`config.mk`:
```
export PLATFORM = sky130hd
export DESIGN_NAME = board_input_cond
export DESIGN_NICKNAME = d
export VERILOG_FILES = /design/src/rtl/board_input_cond.sv
export SDC_FILE = /design/constraint.sdc
export NUM_CORES = 1
export LEC_CHECK = 0
export ABC_AREA = 1
export BUFFER_PORTS_ARGS = -buffer_cell sky130_fd_sc_hd__buf_2
export CAP_MARGIN = 20
export CORE_AREA = 2 2 153 118
export CTS_CLUSTER_SIZE = 25
export DETAILED_ROUTE_END_ITERATION = 8
export DIE_AREA = 0 0 155 120
export GPL_TIMING_DRIVEN = 0
export PLACE_DENSITY = 0.63
export SYNTH_ARGS = -nofsm -noshare
export SYNTH_HDL_FRONTEND = slang
export SYNTH_SLANG_ARGS = --single-unit
```
`constraint.sdc`:
```
create_clock -name clk -period 3.1 [get_ports clk]
set_input_delay 0.31 -clock clk [delete_from_list [all_inputs] [get_ports clk]]
set_output_delay 0.31 -clock clk [all_outputs]
set_load 0.005 [all_outputs]
```
`src/rtl/board_input_cond.sv`:
```
// Board input conditioner: per-channel synchroniser, counter debouncer,
// edge pulses and sticky maskable event flags with a combined interrupt.
module board_input_cond #(
  parameter int              N_CH        = 8,
  parameter int              SYNC_STAGES = 2,
  parameter int              DB_CYCLES   = 16000,
  parameter logic [N_CH-1:0] INIT_VAL    = '0
) (
  input  logic            clk,
  input  logic            rst_n,
  input  logic            en,
  input  logic [N_CH-1:0] in_raw,
  input  logic [N_CH-1:0] rise_en,
  input  logic [N_CH-1:0] fall_en,
  input  logic [N_CH-1:0] evt_mask,
  input  logic [N_CH-1:0] evt_clr,
  output logic [N_CH-1:0] in_db,
  output logic [N_CH-1:0] rise_o,
  output logic [N_CH-1:0] fall_o,
  output logic [N_CH-1:0] evt_pend,
  output logic            irq_o
);

  localparam int            CW       = $clog2(DB_CYCLES + 1);
  localparam logic [CW-1:0] CNT_LAST = CW'(DB_CYCLES - 1);
  localparam logic [CW-1:0] CNT_ONE  = CW'(1);

  logic [N_CH-1:0] sync_r [SYNC_STAGES];
  logic [N_CH-1:0] sync_s;
  logic [CW-1:0]   cnt_r     [N_CH];
  logic [CW-1:0]   cnt_nxt_s [N_CH];
  logic [N_CH-1:0] in_db_r;
  logic [N_CH-1:0] rise_r;
  logic [N_CH-1:0] fall_r;
  logic [N_CH-1:0] pend_r;
  logic [N_CH-1:0] upd_s;
  logic [N_CH-1:0] rise_nxt_s;
  logic [N_CH-1:0] fall_nxt_s;
  logic [N_CH-1:0] pend_nxt_s;

  assign sync_s = sync_r[SYNC_STAGES-1];

  // Synchroniser chain; resets to INIT_VAL so release never looks like an edge.
  always_ff @(posedge clk or negedge rst_n) begin
    if (!rst_n) begin
      for (int k = 0; k < SYNC_STAGES; k++) sync_r[k] <= INIT_VAL;
    end else begin
      sync_r[0] <= in_raw;
      for (int k = 1; k < SYNC_STAGES; k++) sync_r[k] <= sync_r[k-1];
    end
  end

  // Debounce qualification: count while the synced level differs, accept on the last count.
  always_comb begin
    upd_s = {N_CH{1'b0}};
    for (int i = 0; i < N_CH; i++) begin
      cnt_nxt_s[i] = {CW{1'b0}};
      if (en && (sync_s[i] != in_db_r[i])) begin
        if (cnt_r[i] == CNT_LAST) begin
          upd_s[i]     = 1'b1;
          cnt_nxt_s[i] = {CW{1'b0}};
        end else begin
          cnt_nxt_s[i] = cnt_r[i] + CNT_ONE;
        end
      end else begin
        cnt_nxt_s[i] = {CW{1'b0}};
      end
    end
    rise_nxt_s = upd_s & sync_s;
    fall_nxt_s = upd_s & ~sync_s;
    // A new event outranks a same-cycle clear so it is never lost.
    pend_nxt_s = (pend_r & ~evt_clr) | (rise_nxt_s & rise_en) | (fall_nxt_s & fall_en);
  end

  // Debounced level, edge pulses, counters and pending flags.
  always_ff @(posedge clk or negedge rst_n) begin
    if (!rst_n) begin
      for (int i = 0; i < N_CH; i++) cnt_r[i] <= {CW{1'b0}};
      in_db_r <= INIT_VAL;
      rise_r  <= {N_CH{1'b0}};
      fall_r  <= {N_CH{1'b0}};
      pend_r  <= {N_CH{1'b0}};
    end else begin
      for (int i = 0; i < N_CH; i++) cnt_r[i] <= cnt_nxt_s[i];
      in_db_r <= in_db_r ^ upd_s;
      rise_r  <= rise_nxt_s;
      fall_r  <= fall_nxt_s;
      pend_r  <= pend_nxt_s;
    end
  end

  assign in_db    = in_db_r;
  assign rise_o   = rise_r;
  assign fall_o   = fall_r;
  assign evt_pend = pend_r;
  assign irq_o    = |(pend_r & evt_mask);

endmodule

```
# ---- Word level (Yosys, flattened, before mapping)
# Cells that the tools add are included.
dict set report op_classes {
  addsub 8
  n_eq_ne 16
  n_mux 32
  n_bitwise 11
  n_reduce_logical 9
}
# op count
set ops {}
lappend ops {{$mux 14} 16}
lappend ops {{$add 14x1->14 const B} 8}
lappend ops {{$eq 14x14->1 const B} 8}
lappend ops {{$and 8x8->8} 6}
lappend ops {{$mux 1} 16}
lappend ops {{$not 8->8} 2}
lappend ops {{$or 8x8->8} 2}
lappend ops {{$logic_and 1x1->1} 8}
lappend ops {{$ne 1x1->1} 8}
lappend ops {{$reduce_or 8->1} 1}
lappend ops {{$xor 8x8->8} 1}
dict set report word_totals {
  regBits 160
  word_cells 90
}

# ---- Longest topological paths before layout
# Gate-level depths: netlist of run 1.
dict set report logic_depth {
  ltp_word 7
  ltp_mapped 9
}

# ---- Worst setup path after synthesis of run 1
# OpenSTA, ideal clock, no wires.
dict set report synth_path {
  path_type {flip-flop to flip-flop}
  startpoint {register cnt_r[28] (netlist bit)}
  endpoint {register cnt_r[39] (netlist bit)}
  setup_time_ns 0.114
  arrival_ns 1.194
  t_required_ns 2.986
  path_slack_ns 1.792
  path_stages_with_launch 9
  path_buffers 0
  synth_period_minus_slack_ns 1.308
  cell_sequence {dfrtp_1 -> ha_1 -> nand3_2 -> nor2_1 -> nand3_1 -> nand2_2 -> inv_2 -> nand2_1 -> nor2_2}
}
# item line
set synth_rtl {}
lappend synth_rtl {{start: declaration} 30} ;# logic [CW-1:0] cnt_r [N_CH];

# ---- Worst setup path after layout of run 1
dict set report layout_path {
  startpoint {register pend_r[2] (netlist: evt_pend[2])}
  endpoint {output irq_o}
}
dict set report layout_between {
  elab_chain_len 2
}
# item line
set layout_rtl {}
lappend layout_rtl {{start: declaration} 35} ;# logic [N_CH-1:0] pend_r;
lappend layout_rtl {{start signal: assignment} 82} ;# pend_r <= {N_CH{1'b0}};
lappend layout_rtl {{start signal: assignment} 88} ;# pend_r <= pend_nxt_s;
lappend layout_rtl {{$and 8x8->8} 96} ;# assign irq_o = |(pend_r & evt_mask);
lappend layout_rtl {{$reduce_or 8->1} 96}
lappend layout_rtl {{end: declaration} 21} ;# output logic irq_o
# Every way passes these cells.

==> results of run 1 <==
==> stage by stage <==
step | utilization, % | setup slack, ns | instance area (µm²) | setup TNS, ns
5_1_grt | 54.9 | 0.949 | 9430 | 0
6_report | 54.9 | 1.11 | 9430 | 0
3_5_place_dp | 50.9 | 1.44 | 8750 | 0
3_3_place_gp | 50.7 | -0.763 | 8720 | -120.23
4_1_cts | 54.9 | 0.975 | 9430 | 0
2_1_floorplan | - | 1.79 | 8070 | 0
==> critical path, cell delays in order, from the launching register on <==
cell and delay [ns]:
dfrtp_1 0.45, a221oi_1 0.57, nand2_1 0.09, buf_2 0.15
==> power groups by stage <==
stage	combinational, W	sequential (W)	clock [W]
2_1_floorplan	0.0000665	0.00216	0
3_3_place_gp	0.000151	0.00216	0
3_5_place_dp	0.000159	0.00216	0
4_1_cts	0.000167	0.00213	0.00219
5_1_grt	0.000188	0.00213	0.00228
6_report	0.000161	0.00213	0.00213
==> metal layers <==
layer  vias to the layer above  part of all wire, %
met5                         -                    0
met4                         0                  1.0
met3                        14                  4.3
met2                       107                   44
met1                      2888                   51
li1                       3364                    -
==> state kept, by name, summed over array words and instances (netlist names) <==
signal / flops
sync_r: 8
rise_o: 8
sync_s: 8
evt_pend: 8
cnt_r: 112
in_db: 8
fall_o: 8
==> kinds of logic after synthesis <==
kind of cell / count (synthesis) / share of synthesized area (%)
flops: 160 / 49.6
buf+inv: 141 / 6.60
compound gates: 42 / 2.88
simple gates: 616 / 36.1
fa+ha+maj: 8 / 1.24
xor+xnor: 33 / 3.58
==> cells in the mapped netlist <==
library cell,count
dfrtp_1,160
a31o_2,1
nor2_1,219
nor2_2,13
nand3_4,1
nor2_4,14
and3_1,1
nor3_4,1
nor3_1,37
xor2_1,18
nor3_2,10
nand3_2,12
o21bai_1,4
o21ai_0,12
o21ai_1,9
ha_1,8
buf_4,1
nand3_1,54
xnor2_1,15
nand2_1,195
nand2_2,15
inv_1,125
nor3b_1,10
nand2_4,2
a31oi_1,1
a21oi_1,13
nand4_1,29
or2_0,1
inv_2,15
a221oi_1,2
nor3b_2,2
==> cell usage in the layout, fill, tap and decap left out, types with 10 or more instances in the layout <==
cell and count:
nor3b_1 10, dfrtp_1 160, clkbuf_16 17, nand3_2 12, nor2_1 219, buf_2 73, nand2_2 15, a21oi_1 13
nand4_1 29, o21ai_0 12, xnor2_1 15, nor2_2 13, nor3_2 10, nor2_4 14, nand3_1 54, inv_1 125
inv_2 15, xor2_1 18, nor3_1 37, nand2_1 195
==> worst max-delay path by stage <==
stage          cells past startpoint  slack (ns)        end        start
3_5_place_dp                       3        1.44      irq_o  evt_pend[2]
5_1_grt                            5        0.95      irq_o  evt_pend[4]
3_3_place_gp                       1       -0.76  cnt_r[25]        rst_n
2_1_floorplan                      8        1.79  cnt_r[39]    cnt_r[28]
4_1_cts                            3        0.98      irq_o  evt_pend[2]
6_report                           3        1.11      irq_o  evt_pend[2]
==> final cells by class <==
class                   instances  area [µm²]  share of cell area [%]
well taps                     220         275                    2.92
inverters                     140         526                    5.57
clock buffers                  21         460                    4.88
clock inverters                11         138                    1.46
flip-flops and latches        160        4000                    42.4
repair buffers                 83         488                    5.17
multi-input cells             699        3530                    37.5
plain buffers                   1        7.51                  0.0796
==> what timing repair did <==
item	CTS	global route
hold endpoints to repair	86	0
gates resized for setup	0	0
hold buffers	8	0
==> results.sh, run 1 <==
export IMPL_ant_nets=0
export IMPL_num_rows=42
export IMPL_cts_tree="yes"
export IMPL_track_usage_pct=19.0
export IMPL_grt_pass1_wl_um=28300
export IMPL_drive_above_1_share_pct=17.2
export IMPL_nNetsFinal=1153
export IMPL_hold_path_class="in2reg"
export IMPL_power_leakage_nw=4.27
export IMPL_portBuffers=74
export IMPL_use_met3_pct=4.41
export IMPL_rsz0062_at_grt="no"
export IMPL_clockRootBuffer="clkbuf_16"
export IMPL_sw_frac_of_total_pct=21.6
export IMPL_cts_made_buffers=17
export IMPL_critPathKind="reg2out"
export IMPL_pwr_share_clk_pct=48.2
export IMPL_area_delta_synth_final_pct=16.9
export IMPL_grt_use_met2_pct=29.0
export IMPL_crit_reg2reg_launch="cnt_r[28]"
export IMPL_antenna_found_initial=0
export IMPL_cts_sinks=160
export IMPL_arrival_ns=1.68
export IMPL_ff2ff_path_depth=8
export IMPL_period_needed_ns=1.99
export IMPL_finalHoldViolations=0
export IMPL_hold_path_depth=1
export IMPL_hp_start="in_raw[1]"
export IMPL_synth_top_area_share_pct=49.6
export IMPL_relSlewSlack_pct=59.5
export IMPL_grt_max_degree=82
export IMPL_busiest_layer="met2"
export IMPL_die_h_um=120
export IMPL_cts_buffer_depth=2
export IMPL_fmax_mhz=504
export IMPL_pwr_density_cell_nw_per_um2=468
export IMPL_period_share_pct=64.1
export IMPL_met1_usage_pct=27.2
export IMPL_crit_fanout=3
export IMPL_syn_nets=1051
export IMPL_fin_cells=1335
export IMPL_finalPower_w=0.00442
export IMPL_htree_levels=4
export IMPL_synthesis_area_um2=8070
export IMPL_combPwrFrac_pct=3.6
export IMPL_detail_route_wl_per_cell_um=12.2
export IMPL_power_switching_w=0.000955
export IMPL_r2r_end="cnt_r[38]"
export IMPL_finalClockSkew_ns=0.00592
export IMPL_place_congestion=0.854
export IMPL_p_int_w=0.00346
export IMPL_yosysSeqAreaShare_pct=49.6
export IMPL_hold_path_endpoint="sync_r[9]"
export IMPL_irDropWorstVdd_uv=301
export IMPL_clk_latency_ns=0.42
export IMPL_gr_total_overflow=0
export IMPL_hpwl_um=11900
export IMPL_die_area_um2=18600
export IMPL_pin_count=76
export IMPL_crit_required_ns=2.79
export IMPL_insertedDiodeCount=0
export IMPL_ys_ff_latch=160
export IMPL_outcome="completed"
export IMPL_synth_area_leaders="dfrtp_1 50%, nor2_1 10%, nand2_1 9.1%"
export IMPL_core_um2=17200
export IMPL_dr_total_vias=6373
export IMPL_grt_pass1_vias=5955
export IMPL_wl_um=16300
export IMPL_cap_violations=0
export IMPL_report_final_slew_viol_count=0
export IMPL_dr_first_iter_drc_count=460
export IMPL_end_kind="primary output"
export IMPL_dp_cells=1295
export IMPL_clk_pin_slew_ns=0.06
export IMPL_synth_top_cell_by_area="dfrtp_1"
export IMPL_seq_power_share_pct=48.1
export IMPL_setup_violations=0
export IMPL_start_kind="register"
export IMPL_start_util_pct=47.0
export IMPL_vias_per_cell=4.77
export IMPL_drc_errors=0
export IMPL_yosysUniqueCellTypes=31
export IMPL_firstDrtPassIters=5
export IMPL_postCtsSetupBuffers=0
export IMPL_die_width_um=155
export IMPL_worst_pin_slew_ns=0.608
export IMPL_syn_inst=1000
export IMPL_yosys_warnings=0
export IMPL_nFillCells=1554
export IMPL_r2r_slack_ns=1.56
export IMPL_holdWs_ns=0.0232
export IMPL_syn_avg_cell_area_um2=8.07
Note: power is estimated with default switching activity, not from simulation.
==> run 2, diff against run 1 <==
ABC_AREA = 0   (was 1)
CORE_AREA = 2 2 144 111   (was 2 2 153 118)
DIE_AREA = 0 0 146 113   (was 0 0 155 120)
PLACE_DENSITY = 0.66   (was 0.63)
clock period = 1.8 ns   (was 3.1 ns; I/O delays follow)
==> results.sh, run 2 <==
export IMPL_synth_fa_ha_area_share_pct=1.41
export IMPL_finalClockSkew_ns=0.00927
export IMPL_final_core_util_pct=57.6
export IMPL_end_kind="register"
export IMPL_yosysUniqueCellTypes=40
export IMPL_core_um2=15000
export IMPL_critPathMaxStageDelay_ns=0.53
export IMPL_period_needed_ns=1.73
export IMPL_nFillCells=1277
export IMPL_largest_reg_flops=112
export IMPL_gr_total_overflow=0
export IMPL_met1_usage_pct=24.8
export IMPL_mostFrequentLayoutCells="158 x dfrtp_1, 137 x nor2_1, 76 x xnor2_1"
export IMPL_hpwl_um=10100
export IMPL_period_share_pct=95.9
export IMPL_power_leakage_nw=3.73
export IMPL_synthesis_area_um2=7080
export IMPL_busiest_layer="met2"
export IMPL_yosys_area_share_simple_pct=22.5
export IMPL_syn_nets=731
export IMPL_synth_area_leaders="dfrtp_1 57%, xnor2_1 9.4%, nor2_1 7.3%"
export IMPL_clk_latency_ns=0.41
export IMPL_wl_um=14900
export IMPL_vias_per_cell=5.10
export IMPL_insertedDiodeCount=0
export IMPL_clk_pin_slew_ns=0.06
export IMPL_synth_most_common_cell="dfrtp_1"
export IMPL_synth_top_area_share_pct=56.5
export IMPL_async_flop_share_pct=100
export IMPL_finalHoldViolations=0
export IMPL_track_usage_pct=18.8
export IMPL_cts_tree="yes"
export IMPL_synth_xor_area_share_pct=13.6
export IMPL_detail_route_wl_per_cell_um=14.7
export IMPL_relSlewSlack_pct=37.6
export IMPL_irDropWorstVdd_uv=608
export IMPL_grt_pass1_vias=5153
export IMPL_ys_ff_latch=160
export IMPL_drc_errors=0
export IMPL_hold_path_class="in2reg"
export IMPL_nNetsFinal=846
export IMPL_report_final_slew_viol_count=0
export IMPL_synth_compound_area_share_pct=2.17
export IMPL_grt_pass1_wl_um=24800
export IMPL_yosysSeqAreaShare_pct=56.5
export IMPL_outcome="completed"
export IMPL_firstDrtPassIters=4
export IMPL_cts_made_buffers=17
export IMPL_drive_above_1_share_pct=19.5
export IMPL_synth_ff_type="dfrtp_1"
export IMPL_antenna_found_initial=0
export IMPL_yosys_warnings=0
export IMPL_start_kind="register"
export IMPL_arrival_ns=2.03
export IMPL_pwr_density_cell_nw_per_um2=852
export IMPL_use_met3_pct=3.35
export IMPL_num_rows=39
export IMPL_cts_buffer_depth=2
export IMPL_synth_commonest_cells="160 x dfrtp_1, 137 x nor2_1, 76 x xnor2_1, 43 x nand3_1, 40 x inv_1"
export IMPL_crit_fanout=10
export IMPL_die_area_um2=16500
export IMPL_layout_commonest_cell="dfrtp_1"
export IMPL_grt_use_met2_pct=31.0
export IMPL_syn_inst=680
export IMPL_cap_violations=0
export IMPL_dr_total_vias=5157
export IMPL_synth_top_family_by_area="simple AND/OR/NAND/NOR gates"
export IMPL_pin_count=76
export IMPL_worst_pin_slew_ns=0.936
export IMPL_place_congestion=0.816
export IMPL_crit_required_ns=2.10
export IMPL_setup_violations=0
export IMPL_cts_sinks=160
export IMPL_htree_levels=4
export IMPL_synth_top_cell_by_area="dfrtp_1"
export IMPL_largest_register="cnt_r"
export IMPL_critPathKind="reg2reg"
export IMPL_die_width_um=146
export IMPL_dr_first_iter_drc_count=293
export IMPL_synth_area_mux_share_pct=0.601
export IMPL_cp_slowest_cell="or4b_1"
export IMPL_fmax_mhz=579
export IMPL_clockRootBuffer="clkbuf_16"
export IMPL_finalPower_w=0.00737
export IMPL_ant_nets=0
export IMPL_die_h_um=113
export IMPL_path_cells="ha_2 > nand2_2 > or4b_1 > nand3_2 > buf_6 > nor2_1"
export IMPL_grt_max_degree=103
export IMPL_syn_avg_cell_area_um2=10.4
export IMPL_synth_edf_count=0
export IMPL_area_delta_synth_final_pct=22.2
export IMPL_start_util_pct=47.1
export IMPL_portBuffers=74
run 2: cell types whose count changed after synthesis, sizes merged, moves of 12 or more:
cell / change
a21oi: -12
inv: -100
nand2: -176
nand3: -21
nor2: -109
nor3: -28
nor4: +30
o21ai: -20
xnor2: +61
xor2: +16
run 2: power by group:
group          switching, W  internal (W)
Clock               0.00133       0.00210
Sequential        0.0000334       0.00363
Combinational      0.000168      0.000111
run 2: metal layers:
| layer | routed length [µm] | up-vias | part of all wire, % |
|---|---|---|---|
| met5 | 0 | - | 0 |
| met4 | 238 | 0 | 1.6 |
| met3 | 492 | 15 | 3.3 |
| met2 | 7260 | 88 | 49 |
| met1 | 6890 | 2544 | 46 |
| li1 | - | 2510 | - |
run 2: kinds of logic (layout without fill, tap and decap cells):
group / Yosys count / count (layout)
DFF: 160 / 160
xor gates and xnor gates: 110 / 110
AOI/OAI and AO/OA: 20 / 20
and+or+nand+nor: 326 / 326
muxes: 4 / 4
adders and majority gates: 8 / 8
buffers and inverters: 52 / 178
run 2: cell type report:
type | instances | area, µm² | area share (%)
Tap cell | 205 | 256 | 2.96
Inverter | 40 | 150 | 1.74
Multi-Input combinational cell | 468 | 2970 | 34.4
Sequential cell | 160 | 4010 | 46.3
Clock buffer | 25 | 515 | 5.96
Clock inverter | 5 | 52.6 | 0.607
Timing Repair Buffer | 102 | 647 | 7.48
Buffer | 6 | 51.3 | 0.593
run 2: worst paths after layout:
path	startpoint	endpoint	slack (ns)	depth (start not counted)
worst max-delay path	cnt_r[15]	cnt_r[23]	0.07	6
worst min-delay path	fall_en[0]	evt_pend[0]	0.04	3
worst max register to register	cnt_r[15]	cnt_r[23]	0.07	6
worst min register to register	sync_r[9]	sync_s[1]	0.35	0
max in group asynchronous	rst_n	cnt_r[14]	0.55	3
min in group asynchronous	rst_n	cnt_r[109]	0.44	2
run 2: metrics by stage:
step,instance area [µm²],worst slack [ns],hold WS (ns),TNS [ns],cells
final,8650,0.0729,0.0430,0,1011
after global routing,8650,-0.0232,0.0391,-0.102,1011
after CTS,8550,-0.00677,0.0221,-0.00677,1008
after detailed placement,7740,-0.0790,0.291,-2.32,960
after global placement,7710,-1.73,0.288,-275.48,959
after floorplan,7080,0.124,-0.116,0,680
run 2: repair_timing:
| item | in CTS | in global routing |
|---|---|---|
| gates resized for setup | 13 | 14 |
| pin swaps | 2 | 4 |
| hold endpoints to repair | 116 | 0 |
| setup buffers | 3 | 8 |
| hold buffers | 16 | 0 |
| endpoints found under the setup margin | 62 | 70 |
run 2: critical path: cells and delay by family, from the launching register on:
kind / cells / cell delay [ns]
AND/OR/NAND/NOR: 4 / 0.83
flip-flops: 1 / 0.39
buffers and inverters: 1 / 0.15
adder cells (fa/ha/maj): 1 / 0.23
==> run 3, diff against run 2 <==
CORE_AREA = 2 2 137 106   (was 2 2 144 111)
DIE_AREA = 0 0 139 108   (was 0 0 146 113)
PLACE_DENSITY = 0.72   (was 0.66)
==> results.sh, run 3 (synthesis gave the netlist of run 2 again) <==
export IMPL_hold_path_depth=3
export IMPL_finalHoldViolations=0
export IMPL_critPathKind="reg2reg"
export IMPL_die_h_um=108
export IMPL_cts_buffer_depth=2
export IMPL_ant_nets=0
export IMPL_cts_made_buffers=17
export IMPL_firstDrtPassIters=4
export IMPL_clockRootBuffer="clkbuf_16"
export IMPL_dp_cells=930
export IMPL_cts_tree="yes"
export IMPL_track_usage_pct=20.7
export IMPL_relSlewSlack_pct=50.1
export IMPL_htree_levels=4
export IMPL_sw_frac_of_total_pct=19.5
export IMPL_arrival_ns=2.04
export IMPL_start_util_pct=52.4
export IMPL_period_share_pct=96.7
export IMPL_ff2ff_path_depth=5
export IMPL_tns_ns=0
export IMPL_layout_commonest_cell="dfrtp_1"
export IMPL_finalClockSkew_ns=0.00702
export IMPL_final_area_um2=8790
export IMPL_crit_required_ns=2.10
export IMPL_pwr_density_cell_nw_per_um2=919
export IMPL_core_um2=13500
export IMPL_cp_slowest_cell="or3b_2"
export IMPL_cap_violations=0
export IMPL_path_cells="or3b_2 > nor4_4 > or2_4 > buf_6 > nor2_1"
export IMPL_rsz0062_at_grt="yes"
export IMPL_p_int_w=0.00650
export IMPL_critPathMaxStageDelay_ns=0.51
export IMPL_place_area_um2=7700
export IMPL_nNetsFinal=847
export IMPL_power_leakage_nw=3.82
export IMPL_cp_top_family="simple AND/OR/NAND/NOR gates"
export IMPL_hpwl_um=9980
export IMPL_gr_total_overflow=0
export IMPL_dr_first_iter_drc_count=288
export IMPL_seq_power_share_pct=45.4
export IMPL_dr_total_vias=5196
export IMPL_nFillCells=1042
export IMPL_grt_pass1_wl_um=24600
export IMPL_setup_violations=0
export IMPL_die_width_um=139
export IMPL_largest_reg_flops=112
export IMPL_clk_latency_ns=0.42
export IMPL_grt_pass1_vias=5169
export IMPL_combPwrFrac_pct=3.5
export IMPL_hold_path_class="in2reg"
export IMPL_cts_sinks=160
export IMPL_period_needed_ns=1.74
export IMPL_drive_above_1_share_pct=19.9
export IMPL_report_final_slew_viol_count=0
export IMPL_cp_depth=5
export IMPL_multi_input_comb_area_um2=3010
export IMPL_pin_count=76
export IMPL_cp_num_buf_inv=1
export IMPL_power_switching_w=0.00157
export IMPL_fin_cells=984
export IMPL_portBuffers=74
export IMPL_clk_pin_slew_ns=0.06
export IMPL_insertedDiodeCount=0
export IMPL_place_congestion=0.819
export IMPL_grt_max_degree=82
export IMPL_end_kind="register"
export IMPL_worst_pin_slew_ns=0.748
export IMPL_area_delta_synth_final_pct=24.1
export IMPL_vias_per_cell=5.28
export IMPL_mostFrequentLayoutCells="158 x dfrtp_1, 137 x nor2_1, 76 x xnor2_1, 76 x buf_2"
export IMPL_pwr_share_clk_pct=51.1
export IMPL_die_area_um2=15000
export IMPL_detail_route_wl_per_cell_um=15.1
export IMPL_irDropWorstVdd_uv=847
export IMPL_start_kind="register"
export IMPL_fmax_mhz=575
export IMPL_outcome="completed"
export IMPL_num_rows=37
export IMPL_largest_register="cnt_r"
export IMPL_drc_errors=0
export IMPL_crit_fanout=10
export IMPL_antenna_found_initial=0
export IMPL_holdWs_ns=0.0423
export IMPL_ff_latch_area_um2=4010
export IMPL_wl_um=14800
## run 3: worst paths after layout
check | start | end | slack, ns
worst min-delay path | rise_en[6] | evt_pend[6] | 0.04
min in group asynchronous | rst_n | cnt_r[31] | 0.36
max in group asynchronous | rst_n | cnt_r[53] | 0.60
worst min register to register | sync_r[10] | sync_s[2] | 0.35
worst max register to register | cnt_r[105] | cnt_r[105] | 0.06
worst max-delay path | cnt_r[105] | cnt_r[105] | 0.06
## run 3: final cells by class
class	count	share of cell area, %
plain buffers	8	0.812
clock buffers	23	5.55
clock inverters	9	2.29
inverters	40	1.71
multi-input cells	468	34.3
flip-flops and latches	160	45.6
well taps	175	2.49
repair buffers	101	7.28
## run 3: tightest hold or removal path: stages
cell,delay [ns]
buf_2,0.07
mux2i_1,0.06
o22ai_1,0.10
## run 3: per-stage QoR
step | utilization, % | setup WS (ns) | power (W)
after CTS | 63.9 | 0.00483 | 0.00815
final | 65.0 | 0.0602 | 0.00807
after global routing | 65.0 | -0.0393 | 0.00835
after floorplan | - | 0.124 | 0.00382
after global placement | 56.7 | -1.72 | 0.00396
after detailed placement | 57.0 | -0.108 | 0.00398
## run 3: power by group through the flow
stage	Clock [W]	Combinational [W]	Sequential, W
2_1_floorplan	0	0.0000954	0.00372
3_3_place_gp	0	0.000231	0.00373
3_5_place_dp	0	0.000250	0.00373
4_1_cts	0.00420	0.000281	0.00366
5_1_grt	0.00436	0.000326	0.00367
6_report	0.00412	0.000285	0.00367
## run 3: routing by layer
| layer | global-route usage (%) | part of all wire (%) |
|---|---|---|
| met1 | 26.5 | 45 |
| met2 | 35.1 | 51 |
| met3 | 5.14 | 2.9 |
| met4 | 6.85 | 1.5 |
| met5 | 0 | 0 |
## run 3: what timing repair did
action	4_1_cts	5_1_grt
pin swaps	2	6
hold buffers	16	0
cloned	0	0
hold endpoints to repair	95	0
resized for setup	14	24
endpoints found under the setup margin	64	80
setup buffers	3	7
